**src/rtl/spi_pkg.sv**
```systemverilog
// rtl/spi_pkg.sv - shared types, defaults and width helper for the SPI mode-0 responder
package spi_pkg;

   typedef enum logic [1:0] {
      IDLE   = 2'd0,
      ACTIVE = 2'd1,
      DONE   = 2'd2
   } spi_slv_state_t;

   localparam int SPI_MAXLEN_DFLT = 16;

   // Bit counter width: must hold the value maxlen itself, matching the master's n_clks.
   function automatic int cnt_w(input int maxlen);
      return $clog2(maxlen) + 1;
   endfunction

endpackage

```
**src/rtl/spi_slv_if.sv**
```systemverilog
// rtl/spi_slv_if.sv - SPI pins plus local tx/rx client handshake for spi_slv
interface spi_slv_if #(
   parameter int SPI_MAXLEN = spi_pkg::SPI_MAXLEN_DFLT
);
   import spi_pkg::*;

   localparam int CW = cnt_w(SPI_MAXLEN);

   logic                  sclk;
   logic                  ss_n;
   logic                  mosi;
   logic                  miso;
   logic [SPI_MAXLEN-1:0] tx_data;
   logic                  tx_load;
   logic                  busy;
   logic [SPI_MAXLEN-1:0] rx_data;
   logic [CW-1:0]         rx_nbits;
   logic                  rx_overrun;
   logic                  rx_valid;

   modport slave (
      input  sclk, ss_n, mosi, tx_data, tx_load,
      output miso, busy, rx_data, rx_nbits, rx_overrun, rx_valid
   );

   modport master (
      output sclk, ss_n, mosi, tx_data, tx_load,
      input  miso, busy, rx_data, rx_nbits, rx_overrun, rx_valid
   );

endinterface

```
**src/rtl/spi_sync.sv**
```systemverilog
// rtl/spi_sync.sv - pin synchronizer chain with prev flop for edge detection
module spi_sync #(
   parameter int STAGES  = 2,
   parameter bit RST_VAL = 1'b0
) (
   input  logic clk_i,
   input  logic areset_i,
   input  logic d_i,
   output logic level_o,
   output logic rise_o,
   output logic fall_o
);

   logic [STAGES-1:0] sync_q;
   logic              prev_q;

   always_ff @(posedge clk_i or posedge areset_i) begin
      if (areset_i) begin
         sync_q <= {STAGES{RST_VAL}};
         prev_q <= RST_VAL;
      end else begin
         sync_q <= {sync_q[STAGES-2:0], d_i};
         prev_q <= sync_q[STAGES-1];
      end
   end

   assign level_o = sync_q[STAGES-1];
   assign rise_o  = sync_q[STAGES-1] & ~prev_q;
   assign fall_o  = ~sync_q[STAGES-1] & prev_q;

endmodule

```
**src/rtl/spi_slv.sv**
```systemverilog
// rtl/spi_slv.sv - SPI mode-0 responder, oversampled in the system clock domain
module spi_slv
   import spi_pkg::*;
#(
   parameter int SPI_MAXLEN  = SPI_MAXLEN_DFLT,
   parameter int SYNC_STAGES = 2
) (
   input  logic     clk_i,
   input  logic     areset_i,
   spi_slv_if.slave bus
);

   localparam int CW = cnt_w(SPI_MAXLEN);

   logic sclk_rise, sclk_fall, ss_rise, ss_fall;
   logic mosi_s;
   logic unused_sclk_lvl, unused_ss_lvl, unused_mosi_rise, unused_mosi_fall;

   spi_sync #(.STAGES(SYNC_STAGES), .RST_VAL(1'b0)) u_sync_sclk (
      .clk_i(clk_i), .areset_i(areset_i), .d_i(bus.sclk),
      .level_o(unused_sclk_lvl), .rise_o(sclk_rise), .fall_o(sclk_fall)
   );

   // SS_N resets high so a reset release while deselected never looks like a frame start.
   spi_sync #(.STAGES(SYNC_STAGES), .RST_VAL(1'b1)) u_sync_ss (
      .clk_i(clk_i), .areset_i(areset_i), .d_i(bus.ss_n),
      .level_o(unused_ss_lvl), .rise_o(ss_rise), .fall_o(ss_fall)
   );

   spi_sync #(.STAGES(SYNC_STAGES), .RST_VAL(1'b0)) u_sync_mosi (
      .clk_i(clk_i), .areset_i(areset_i), .d_i(bus.mosi),
      .level_o(mosi_s), .rise_o(unused_mosi_rise), .fall_o(unused_mosi_fall)
   );

   spi_slv_state_t        state_q, state_d;
   logic [SPI_MAXLEN-1:0] tx_hold_q, tx_hold_d;
   logic [SPI_MAXLEN-1:0] tx_sr_q, tx_sr_d;
   logic [SPI_MAXLEN-1:0] rx_sr_q, rx_sr_d;
   logic [CW-1:0]         cnt_q, cnt_d;
   logic                  ovr_q, ovr_d;
   logic                  busy_q, busy_d;
   logic                  miso_q, miso_d;
   logic [SPI_MAXLEN-1:0] rx_data_q, rx_data_d;
   logic [CW-1:0]         rx_nbits_q, rx_nbits_d;
   logic                  rx_ovr_q, rx_ovr_d;
   logic                  rx_valid_q, rx_valid_d;

   always_ff @(posedge clk_i or posedge areset_i) begin
      if (areset_i) begin
         state_q    <= IDLE;
         tx_hold_q  <= '0;
         tx_sr_q    <= '0;
         rx_sr_q    <= '0;
         cnt_q      <= '0;
         ovr_q      <= 1'b0;
         busy_q     <= 1'b0;
         miso_q     <= 1'b0;
         rx_data_q  <= '0;
         rx_nbits_q <= '0;
         rx_ovr_q   <= 1'b0;
         rx_valid_q <= 1'b0;
      end else begin
         state_q    <= state_d;
         tx_hold_q  <= tx_hold_d;
         tx_sr_q    <= tx_sr_d;
         rx_sr_q    <= rx_sr_d;
         cnt_q      <= cnt_d;
         ovr_q      <= ovr_d;
         busy_q     <= busy_d;
         miso_q     <= miso_d;
         rx_data_q  <= rx_data_d;
         rx_nbits_q <= rx_nbits_d;
         rx_ovr_q   <= rx_ovr_d;
         rx_valid_q <= rx_valid_d;
      end
   end

   always_comb begin
      state_d    = state_q;
      // tx_hold_d doubles as the frame-start word so a same-cycle load goes straight out.
      tx_hold_d  = bus.tx_load ? bus.tx_data : tx_hold_q;
      tx_sr_d    = tx_sr_q;
      rx_sr_d    = rx_sr_q;
      cnt_d      = cnt_q;
      ovr_d      = ovr_q;
      busy_d     = busy_q;
      miso_d     = miso_q;
      rx_data_d  = rx_data_q;
      rx_nbits_d = rx_nbits_q;
      rx_ovr_d   = rx_ovr_q;
      rx_valid_d = 1'b0;

      unique case (state_q)
         IDLE: begin
            if (ss_fall) begin
               state_d = ACTIVE;
               tx_sr_d = tx_hold_d;
               miso_d  = tx_hold_d[SPI_MAXLEN-1];
               rx_sr_d = '0;
               cnt_d   = '0;
               ovr_d   = 1'b0;
               busy_d  = 1'b1;
            end
         end
         ACTIVE: begin
            if (ss_rise) begin
               state_d = DONE;
            end else begin
               if (sclk_rise) begin
                  rx_sr_d = {rx_sr_q[SPI_MAXLEN-2:0], mosi_s};
                  if (cnt_q == CW'(SPI_MAXLEN)) ovr_d = 1'b1;
                  else                          cnt_d = cnt_q + CW'(1);
               end
               if (sclk_fall) begin
                  tx_sr_d = {tx_sr_q[SPI_MAXLEN-2:0], 1'b0};
                  miso_d  = tx_sr_d[SPI_MAXLEN-1];
               end
            end
         end
         DONE: begin
            state_d    = IDLE;
            rx_data_d  = rx_sr_q;
            rx_nbits_d = cnt_q;
            rx_ovr_d   = ovr_q;
            rx_valid_d = 1'b1;
            busy_d     = 1'b0;
            miso_d     = 1'b0;
         end
         default: state_d = IDLE;
      endcase
   end

   assign bus.miso       = miso_q;
   assign bus.busy       = busy_q;
   assign bus.rx_data    = rx_data_q;
   assign bus.rx_nbits   = rx_nbits_q;
   assign bus.rx_overrun = rx_ovr_q;
   assign bus.rx_valid   = rx_valid_q;

endmodule

```
**src/flat_wrapper.sv**
```systemverilog
// flat-port wrapper written by rule: the top's interface ports become plain ports
module spi_slv_flat import spi_pkg::*;
#(
   parameter int SPI_MAXLEN  = SPI_MAXLEN_DFLT,
   parameter int SYNC_STAGES = 2
)
  (clk_i, areset_i, bus_sclk, bus_ss_n, bus_mosi, bus_tx_data, bus_tx_load, bus_miso, bus_busy, bus_rx_data, bus_rx_nbits, bus_rx_overrun, bus_rx_valid);
  spi_slv_if #(.SPI_MAXLEN(SPI_MAXLEN)) bus_i ();
  input  logic clk_i;
  input  logic areset_i;
  input wire logic [$bits(bus_i.sclk)-1:0] bus_sclk;
  input wire logic [$bits(bus_i.ss_n)-1:0] bus_ss_n;
  input wire logic [$bits(bus_i.mosi)-1:0] bus_mosi;
  input wire logic [$bits(bus_i.tx_data)-1:0] bus_tx_data;
  input wire logic [$bits(bus_i.tx_load)-1:0] bus_tx_load;
  output wire logic [$bits(bus_i.miso)-1:0] bus_miso;
  output wire logic [$bits(bus_i.busy)-1:0] bus_busy;
  output wire logic [$bits(bus_i.rx_data)-1:0] bus_rx_data;
  output wire logic [$bits(bus_i.rx_nbits)-1:0] bus_rx_nbits;
  output wire logic [$bits(bus_i.rx_overrun)-1:0] bus_rx_overrun;
  output wire logic [$bits(bus_i.rx_valid)-1:0] bus_rx_valid;
  assign bus_i.sclk = bus_sclk;
  assign bus_i.ss_n = bus_ss_n;
  assign bus_i.mosi = bus_mosi;
  assign bus_i.tx_data = bus_tx_data;
  assign bus_i.tx_load = bus_tx_load;
  assign bus_miso = bus_i.miso;
  assign bus_busy = bus_i.busy;
  assign bus_rx_data = bus_i.rx_data;
  assign bus_rx_nbits = bus_i.rx_nbits;
  assign bus_rx_overrun = bus_i.rx_overrun;
  assign bus_rx_valid = bus_i.rx_valid;
  spi_slv #(.SPI_MAXLEN(SPI_MAXLEN), .SYNC_STAGES(SYNC_STAGES)) u_core (.clk_i(clk_i), .areset_i(areset_i), .bus(bus_i));
endmodule
```
**config.mk**
```make
export PLATFORM = sky130hd
export DESIGN_NAME = spi_slv_flat
export DESIGN_NICKNAME = d
export VERILOG_FILES = /design/src/rtl/spi_pkg.sv /design/src/rtl/spi_slv_if.sv /design/src/rtl/spi_sync.sv /design/src/rtl/spi_slv.sv /design/src/flat_wrapper.sv
export SDC_FILE = /design/constraint.sdc
export NUM_CORES = 1
export LEC_CHECK = 0
export CORE_UTILIZATION = 55
export CTS_BUF_LIST = sky130_fd_sc_hd__clkbuf_16
export CTS_CLUSTER_SIZE = 30
export DETAILED_ROUTE_END_ITERATION = 8
export PLACE_DENSITY = 0.76
export SYNTH_ARGS = -nofsm -noshare
export SYNTH_HDL_FRONTEND = slang
export SYNTH_SLANG_ARGS = --single-unit
```
**constraint.sdc**
```tcl
create_clock -name clk_i -period 3.75 [get_ports clk_i]
set_clock_uncertainty 0.2 [all_clocks]
set_input_delay 0.75 -clock clk_i [delete_from_list [all_inputs] [get_ports clk_i]]
set_output_delay 0.75 -clock clk_i [all_outputs]
set_load 0.05 [all_outputs]
```
==> run_summary.xml <==
<?xml version="1.0" encoding="UTF-8"?>
<metrics>
  <group name="clocking">
    <metric name="clock-root-buffer" unit="">sky130_fd_sc_hd__clkbuf_16</metric>
    <metric name="cts.repair_timing.setup_buffer_count" unit="">0</metric>
    <metric name="cts_max_level" unit="">3</metric>
    <metric name="tritoncts_buffer_count" unit="">9</metric>
    <metric name="postCtsResizedCells" unit="">0</metric>
    <metric name="worst_setup_hold_path_clk_slew" unit="ps">60</metric>
    <metric name="ctsLongestPathBuffers" unit="">2</metric>
    <metric name="cts.hold.buffers_added" unit="">0</metric>
    <metric name="clock_tree_from_tritoncts" unit="">done</metric>
    <metric name="cts.sinks" unit="">88</metric>
    <metric name="clk_latency" unit="ps">330</metric>
  </group>
  <group name="power">
    <metric name="power.switching" unit="mW">1.07</metric>
    <metric name="clockPowerShare" unit="">0.262</metric>
    <metric name="total_leakage_power" unit="nW">2.16</metric>
    <metric name="p_comb_frac" unit="">0.355</metric>
    <metric name="vdd_drop_max" unit="V">0.000389</metric>
    <metric name="internal_power" unit="mW">2.20</metric>
    <metric name="switching_share" unit="">0.328</metric>
    <metric name="pwr_density_cell" unit="nW/um2">705</metric>
    <metric name="seq_power_share" unit="">0.383</metric>
  </group>
  <group name="global_routing">
    <metric name="grt_remaining_overflow" unit="">0</metric>
    <metric name="grt_max_degree" unit="">52</metric>
    <metric name="first_global_vias" unit="">2350</metric>
    <metric name="wire_length_of_the_first_global_routing_pass" unit="um">11000</metric>
    <metric name="antenna_found_initial" unit="">0</metric>
    <metric name="globalRouteTotalUtil" unit="">0.194</metric>
  </group>
  <group name="synthesis">
    <metric name="postSynthRegisterBits" unit="">88</metric>
    <metric name="synth-main-ff-cell" unit="">sky130_fd_sc_hd__dfrtp_1</metric>
    <metric name="post_synthesis_cell_area" unit="um2">3840</metric>
    <metric name="ys_types" unit="">37</metric>
    <metric name="synth.yosys.warnings" unit="">0</metric>
    <metric name="syn-num-nets" unit="">312</metric>
    <metric name="synth-seq-area-share" unit="">0.575</metric>
    <metric name="postSynth.asyncResetShare" unit="">1.00</metric>
    <metric name="synthesis.instances" unit="">283</metric>
    <metric name="avgSynthCellArea" unit="um2">13.6</metric>
    <metric name="synth-edff-count" unit="">0</metric>
  </group>
  <group name="routing">
    <metric name="routed-via-count" unit="">2237</metric>
    <metric name="number_of_vias_per_cell" unit="">5.38</metric>
    <metric name="dr.pass1.iters" unit="">4</metric>
    <metric name="dr.first_iter.drc_count" unit="">55</metric>
    <metric name="postRouteAntennaNets" unit="">0</metric>
    <metric name="drcViolationCount" unit="">0</metric>
    <metric name="finalWirelength" unit="um">6340</metric>
    <metric name="post_drt_wl_per_cell" unit="um">15.2</metric>
  </group>
  <group name="cells_and_area">
    <metric name="area_delta_synth_final" unit="%">21.0</metric>
    <metric name="most-common-layout-cells" unit="">sky130_fd_sc_hd__dfrtp_1 (85), sky130_fd_sc_hd__mux2_2 (54), sky130_fd_sc_hd__clkdlybuf4s50_1 (46)</metric>
    <metric name="proportion_of_layout_cells_with_a_drive_suffix_above_1" unit="">0.274</metric>
    <metric name="layout.nets" unit="">360</metric>
    <metric name="layout.cells.most_common" unit="">sky130_fd_sc_hd__dfrtp_1</metric>
    <metric name="fin_cells" unit="">416</metric>
    <metric name="number_of_antenna_cells_inserted" unit="">0</metric>
    <metric name="fillCellCount" unit="">507</metric>
  </group>
  <group name="worst_setup_path">
    <metric name="cp_data_arrival_time" unit="ps">1510</metric>
    <metric name="crit-reg2reg-launch" unit="">u_core.state_q[1]</metric>
    <metric name="path_class" unit="">reg -&gt; out</metric>
    <metric name="crit_buf_inv" unit="">1</metric>
    <metric name="critical_path.startpoint" unit="">u_core.bus.rx_data[7]</metric>
    <metric name="worst_setup_path_end_kind" unit="">output port</metric>
    <metric name="critical_path.cell_chain" unit="">clkdlybuf4s50_1</metric>
    <metric name="critical_path.slowest_cell" unit="">sky130_fd_sc_hd__clkdlybuf4s50_1</metric>
    <metric name="delay_contributed_by_the_slowest_stage_of_the_critical_path" unit="ps">810</metric>
    <metric name="cell_family_contributing_the_most_delay_on_the_critical_path" unit="">buffers and inverters</metric>
    <metric name="crit_path_max_fanout" unit="">2</metric>
    <metric name="worst_setup_path_start_kind" unit="">register</metric>
    <metric name="timing.critical_path.required" unit="ps">2800</metric>
  </group>
  <group name="run_status">
    <metric name="status" unit="">completed</metric>
  </group>
  <group name="job">
    <metric name="maxCapViolations" unit="">0</metric>
  </group>
  <group name="hold_path">
    <metric name="worstHoldStart" unit="">u_core.u_sync_sclk.sync_q[0]</metric>
    <metric name="hp-class" unit="">reg -&gt; reg</metric>
  </group>
  <group name="place">
    <metric name="pre_cts_ws" unit="ps">1060</metric>
    <metric name="gp_routability_congestion" unit="">0.751</metric>
    <metric name="io_buffers" unit="">46</metric>
    <metric name="placed_cells_incl_taps" unit="">400</metric>
    <metric name="place.detailed.hpwl" unit="um">4050</metric>
  </group>
  <group name="timing">
    <metric name="layout_worst_path_cycle_share" unit="">0.655</metric>
    <metric name="setup_repair_after_global_routing_missed_its_margin" unit="">false</metric>
    <metric name="final.setup.tns" unit="ps">0</metric>
    <metric name="finalHoldViolations" unit="">0</metric>
    <metric name="fin_crit" unit="ps">2460</metric>
    <metric name="drv_slew" unit="">0</metric>
    <metric name="setup_violations" unit="">0</metric>
    <metric name="final_critical_path_setup_slack" unit="ps">1290</metric>
    <metric name="max_clock_freq" unit="MHz">407</metric>
    <metric name="worst_slew_pin_slew" unit="ps">1150</metric>
    <metric name="timing.max_slew.rel_slack" unit="">0.235</metric>
  </group>
  <group name="floorplanning">
    <metric name="die_x" unit="um">85.5</metric>
    <metric name="design.die.area" unit="um2">7310</metric>
    <metric name="core" unit="um2">6760</metric>
    <metric name="floorplan.rows" unit="">30</metric>
    <metric name="start_util" unit="">0.568</metric>
    <metric name="i_o_pin_count" unit="">47</metric>
    <metric name="chipHeight" unit="um">85.5</metric>
  </group>
</metrics>
## state kept, by name, indices dropped and copies added, names as in the netlist, 2 cells and up
signal and flops:
u_core.bus.rx_data 16, u_core.bus.rx_nbits 5, u_core.cnt_q 5, u_core.rx_sr_q 16
u_core.state_q 2, u_core.tx_hold_q 16, u_core.tx_sr_q 15, u_core.u_sync_mosi.sync_q 2
u_core.u_sync_sclk.sync_q 2, u_core.u_sync_ss.sync_q 2
## cell type report
| class | instances | area (um2) | share of cell area |
|---|---|---|---|
| Clock buffer | 9 | 225 | 0.0485 |
| Timing Repair Buffer | 49 | 495 | 0.107 |
| Multi-Input combinational cell | 156 | 1450 | 0.312 |
| Inverter | 27 | 103 | 0.0221 |
| Sequential cell | 88 | 2210 | 0.475 |
| Clock inverter | 7 | 62.6 | 0.0135 |
| Tap cell | 80 | 100 | 0.0216 |
## metal layers
metal  up-vias  wire length, um  GRT usage
met5         -                0          0
met4         0               98     0.0697
met3        12              377     0.0606
met2        48             2990      0.305
met1      1119             2870      0.255
li1       1058                -          -
## worst paths after layout
kind / to / slack [ps] / depth (start not counted)
min: u_core.u_sync_sclk.sync_q[1] / 150 / 0
min in group asynchronous: u_core.tx_sr_q[11] / 610 / 2
max in group asynchronous: u_core.u_sync_ss.prev_q / 2040 / 3
max reg2reg: u_core.tx_sr_q[13] / 1330 / 7
max: bus_rx_data[7] / 1290 / 1
min reg2reg: u_core.u_sync_sclk.sync_q[1] / 150 / 0
## logic make-up (layout without fill, tap and decap cells)
kind of cell    Yosys count  count (layout)  share of synthesized area
compound gates           22              22                     0.0401
fa+ha+maj                 7               7                     0.0228
buf+inv                  39              92                     0.0473
flops                    88              88                      0.575
mux                      85              85                      0.256
simple gates             42              42                     0.0584
## power by group through the flow
stage	registers (mW)	clock network [mW]	logic [mW]
final	1.25	0.855	1.16
after detailed placement	1.27	0	1.17
after global placement	1.27	0	1.15
after CTS	1.25	0.881	1.18
after floorplan	1.39	0	0.818
after global routing	1.28	0.926	1.26
## stage by stage
stage / instance area [um2] / power, mW / hold slack [ps] / utilization
finish: 4640 / 3.27 / 150 / 0.687
floorplan: 3840 / 2.20 / 131 / -
detailed placement: 4350 / 2.44 / 136 / 0.644
global route: 4640 / 3.46 / 156 / 0.687
CTS: 4640 / 3.31 / 150 / 0.687
global placement: 4350 / 2.42 / 134 / 0.644
## synthesized netlist by cell type (all sizes together), types with 2 or more instances
master / instances / area, um2
mux2: 67 / 803
nor2b: 2 / 12.5
nand2: 24 / 92.6
or3: 2 / 12.5
inv: 27 / 101
clkbuf: 2 / 7.51
a21oi: 6 / 30.0
dfstp: 3 / 78.8
nor2: 3 / 18.8
ha: 7 / 87.6
nand2b: 3 / 26.3
o21ai: 5 / 25.0
a22o: 2 / 17.5
mux2i: 18 / 180
o2bb2ai: 2 / 17.5
nand4: 2 / 12.5
buf: 10 / 72.6
dfrtp: 85 / 2130
nand3: 3 / 15.0
Note: power is estimated with default switching activity, not from simulation.
